## src/rtl/debounce_pkg.sv

```systemverilog
// Shared constants for the push-button debounce front end.
// State encoding is fixed so the debounced level is simply state[1].
package debounce_pkg;

    typedef enum logic [1:0] {
        LOW       = 2'b00,
        WAIT_HIGH = 2'b01,
        HIGH      = 2'b10,
        WAIT_LOW  = 2'b11
    } state_e;

    localparam int DEBOUNCE_CYCLES_SIM   = 4;
    localparam int DEBOUNCE_CYCLES_BOARD = 500000;

endpackage

```

## src/rtl/sync_2ff.sv

```systemverilog
// Two-flop synchroniser for a single asynchronous input.
// Reusable for any async control input (buttons, switches).
module sync_2ff #(
    parameter logic RESET_VAL = 1'b0
) (
    input  logic clk,
    input  logic reset,
    input  logic d,
    output logic q
);

    logic sync1_q;
    logic sync2_q;

    always_ff @(posedge clk or negedge reset) begin
        if (!reset) begin
            sync1_q <= RESET_VAL;
            sync2_q <= RESET_VAL;
        end else begin
            sync1_q <= d;
            sync2_q <= sync1_q;
        end
    end

    assign q = sync2_q;

endmodule

```

## src/rtl/button_debouncer.sv

```systemverilog
// Push-button front end: polarity fix, 2-flop sync, and a qualification FSM
// that only moves the level after DEBOUNCE_CYCLES+1 consecutive stable samples.
module button_debouncer
    import debounce_pkg::*;
#(
    parameter int DEBOUNCE_CYCLES  = DEBOUNCE_CYCLES_BOARD,
    parameter int CNT_WIDTH        = 19,
    parameter bit INPUT_ACTIVE_LOW = 1'b1
) (
    input  logic       clk,
    input  logic       reset,
    input  logic       button_raw,
    output logic       level,
    output logic [1:0] state
);

    localparam logic [CNT_WIDTH-1:0] CNT_LAST = CNT_WIDTH'(DEBOUNCE_CYCLES - 1);

    logic                 btn;
    logic                 sync2;
    state_e               state_q;
    state_e               state_d;
    logic [CNT_WIDTH-1:0] cnt_q;
    logic [CNT_WIDTH-1:0] cnt_d;

    assign btn = button_raw ^ INPUT_ACTIVE_LOW;

    sync_2ff #(
        .RESET_VAL(1'b0)
    ) u_sync (
        .clk  (clk),
        .reset(reset),
        .d    (btn),
        .q    (sync2)
    );

    always_ff @(posedge clk or negedge reset) begin
        if (!reset) begin
            state_q <= LOW;
            cnt_q   <= '0;
        end else begin
            state_q <= state_d;
            cnt_q   <= cnt_d;
        end
    end

    // A reversal on the terminal-count cycle wins: the bounce check precedes the commit.
    always_comb begin
        state_d = state_q;
        cnt_d   = cnt_q;
        case (state_q)
            LOW: begin
                if (sync2) begin
                    state_d = WAIT_HIGH;
                    cnt_d   = '0;
                end
            end
            WAIT_HIGH: begin
                if (!sync2) begin
                    state_d = LOW;
                    cnt_d   = '0;
                end else if (cnt_q == CNT_LAST) begin
                    state_d = HIGH;
                    cnt_d   = '0;
                end else begin
                    cnt_d = cnt_q + 1'b1;
                end
            end
            HIGH: begin
                if (!sync2) begin
                    state_d = WAIT_LOW;
                    cnt_d   = '0;
                end
            end
            WAIT_LOW: begin
                if (sync2) begin
                    state_d = HIGH;
                    cnt_d   = '0;
                end else if (cnt_q == CNT_LAST) begin
                    state_d = LOW;
                    cnt_d   = '0;
                end else begin
                    cnt_d = cnt_q + 1'b1;
                end
            end
            default: begin
                state_d = LOW;
                cnt_d   = '0;
            end
        endcase
    end

    assign state = state_q;
    assign level = state_q[1];

endmodule
```

## config.mk

```make
export PLATFORM = sky130hd
export DESIGN_NAME = button_debouncer
export DESIGN_NICKNAME = d
export VERILOG_FILES = /design/src/rtl/debounce_pkg.sv /design/src/rtl/sync_2ff.sv /design/src/rtl/button_debouncer.sv
export SDC_FILE = /design/constraint.sdc
export NUM_CORES = 1
export LEC_CHECK = 0
export CAP_MARGIN = 20
export CORE_UTILIZATION = 40
export DETAILED_ROUTE_END_ITERATION = 8
export PLACE_DENSITY = 0.67
export SLEW_MARGIN = 30
export SYNTH_ARGS = -nofsm -noshare
export SYNTH_HDL_FRONTEND = slang
export SYNTH_SLANG_ARGS = --single-unit
```

## constraint.sdc

```tcl
create_clock -name clk -period 5.31 [get_ports clk]
set_input_delay 1.3275 -clock clk [delete_from_list [all_inputs] [get_ports clk]]
set_output_delay 1.3275 -clock clk [all_outputs]
set_load 0.05 [all_outputs]
```

==> impl_metrics.tcl <==
set metrics [dict create \
    cpMaxStageDelayCell "clkdlybuf4s50_1" \
    vdd_drop_max_mv 0.3076 \
    ys_seq_area_share_pct 46.65 \
    cts_resized 0 \
    cp_data_arrival_time_ps 1560 \
    finalClockSkew_ps 4.318 \
    post_cts_buffers 0 \
    grt_max_degree 33 \
    num-nets-final 132 \
    fp.dieH_um 57.54 \
    syn_area_mm2 0.001234 \
    end_kind "primary output" \
    drive_gt1_share_pct 5.512 \
    holdPathStages 0 \
    cp_num_buf_inv 1 \
    synth_seq_cells 23 \
    finalHoldViolCount 0 \
    slew_viol_final 0 \
    crit_path_start_kind "register" \
    port_buffers 5 \
    fillers 286 \
    synth_ff_type "dfrtp_1" \
    clock.fmax_mhz 346.8 \
    rows 19 \
    postSynthAreaPerCell_um2 9.714 \
    gr-usage-all-layers_pct 16.59 \
    setup_viol 0 \
    yosys-top-cells-area "dfrtp_1 47%, a31oi_1 7.1%, nand2_1 5.2%, buf_6 3.7%, nand3_1 3.2%" \
    dp_hpwl_um 1650 \
    regArea_um2 575.6 \
    dp_cells 154 \
    htree_levels 1 \
    syn_to_final_growth_pct 3.550 \
    io-pin-count 6 \
    stdcell_count 158 \
    fin_util_pct 45.16 \
    clk_latency_ps 320 \
    clk_pin_slew_ps 120 \
    holdPathEnd "u_sync.q" \
    drtPass1Iterations 4 \
    cp_cell_sequence "clkdlybuf4s50_1" \
    critPathKind "register to primary output" \
    drv_cap 0 \
    hold_class "register to register" \
    synth_edf_count 0 \
    rr_startpoint "cnt_q[0]" \
    p_total_uw 517.8 \
    r2r_slack_ps 3160 \
    yosys.area.top_type "dfrtp_1" \
    setup_ws_ps 2426 \
    reg2reg_depth 5 \
    antenna_found_initial 0 \
    critical_path_required_ps 3980 \
    ys_warn_count 0 \
    start_util_pct 43.61 \
    dp_slack_ps 2786 \
    ant_nets 0 \
    cts-root-buf "clkbuf_4" \
    setup_tns_ps 0 \
    grt_pass1_wl_um 4188 \
    clock_sinks 23 \
    die_area_mm2 0.003310 \
    dieWidth_um 57.54 \
    synth.top_cell.area_share_pct 46.65 \
    drc 0 \
    gp_congestion 0.7517 \
    synth_nets 131 \
    power_density_mw_per_mm2 405.3 \
    vias_per_cell 6.146 \
    first_global_vias 911 \
    path_max_fanout 4 \
    cts_buffers 3 \
    multi_input_area_um2 588.1 \
    cts_tree "yes" \
    num_antenna_cells 0 \
    timing.rr.end "cnt_q[5]" \
    async_flop_share_pct 100.0 \
    cts_buffer_depth 2 \
    holdCritStartpoint "u_sync.sync1_q" \
    rsz0062_at_grt "no" \
    cp_top_family "buffers and inverters" \
    synth_cell_types 32 \
    p_leak_nw 0.5596 \
    ctsHoldBuffers 0 \
    vias 971 \
    status "completed" \
    max_slew_margin_pct 50.36 \
    routedWlPerCell_um 15.11 \
    period_share_pct 54.31 \
    core-area_mm2 0.002829 \
    slowest_delay_ps 820 \
    drt_iter0_markers 21 \
    routed_wl_um 2388 \
    grt-ovfl-total 0 \
    fin_crit_ps 2884 \
    synthCells 127 \
    worst_pin_slew_ps 743.0 \
]
==> worst max-delay path by stage <==
stage,from,endpoint,slack [ps],depth (start not counted)
after floorplan,register,state[1],3050,1
after global placement,reset,cnt_q[16],2720,1
after detailed placement,register,level,2790,1
after CTS,register,level,2410,1
after global routing,register,level,2370,1
final,register,level,2430,1
==> cell type report <==
type                            count  share of cell area [%]
Inverter                            1                  0.2938
Clock buffer                        4                   2.057
Multi-Input combinational cell     94                   46.03
Sequential cell                    23                   45.05
Tap cell                           31                   3.036
Timing Repair Buffer                5                   3.526
==> power breakdown <==
part	switching (mW)	internal, mW	total, mW
Clock	0.0536	0.0294	0.0830
Combinational	0.154	0.0721	0.227
Sequential	0.0167	0.192	0.208
Total	0.225	0.293	0.518
==> flip-flops by register name, summed over array words and instances, names as in the netlist, named ones only <==
name	count
cnt_q	19
u_sync.q	1
state	1
u_sync.sync1_q	1
==> metal layers <==
| metal | up-vias | routed length [um] | GRT usage, % |
|---|---|---|---|
| li1 | 473 | - | - |
| met5 | - | 0 | 0 |
| met4 | 0 | 32 | 4.530 |
| met2 | 14 | 1155 | 27.91 |
| met1 | 480 | 1125 | 20.63 |
| met3 | 4 | 74 | 4.989 |
==> synth_stat cells (2+ instances only) <==
master    count
a21o_1        4
a21oi_1       6
a22o_1        4
a31oi_1      14
and2_1        2
and3_1        4
and4_1        3
buf_2         2
buf_4         2
buf_6         4
dfrtp_1      23
mux2i_1       3
nand2_1      17
nand2b_1      2
nand3_1       8
nand4_1       5
nor2_1        6
nor4bb_1      2
o21ai_0       3
==> cell usage in the layout, fill, tap and decap left out, drive strengths merged, types with 5 or more instances in the layout <==
cell / instances
dfrtp: 23
a21oi: 7
nand2: 17
nor2: 6
nand3: 8
a31oi: 14
nand4: 5
==> cell families (layout without fill, tap and decap cells) <==
| family | after synthesis | count (layout) | synth area share (%) |
|---|---|---|---|
| AO/OA/AOI/OAI | 35 | 35 | 18.56 |
| adder cells (fa/ha/maj) | 1 | 1 | 1.014 |
| AND/OR/NAND/NOR | 53 | 53 | 23.43 |
| buffers and inverters | 10 | 10 | 6.287 |
| multiplexers | 4 | 4 | 3.347 |
| flip-flops | 23 | 23 | 46.65 |
| XOR/XNOR | 1 | 1 | 0.7101 |
==> stage by stage <==
| stage | instance area, um^2 | hold WS, ps |
|---|---|---|
| finish | 1277 | 375.4 |
| global route | 1277 | 391.1 |
| CTS | 1277 | 379.0 |
| detailed placement | 1251 | 336.4 |
| global placement | 1249 | 342.3 |
| floorplan | 1234 | 331.2 |
Power figures use the tool's default switching activity.
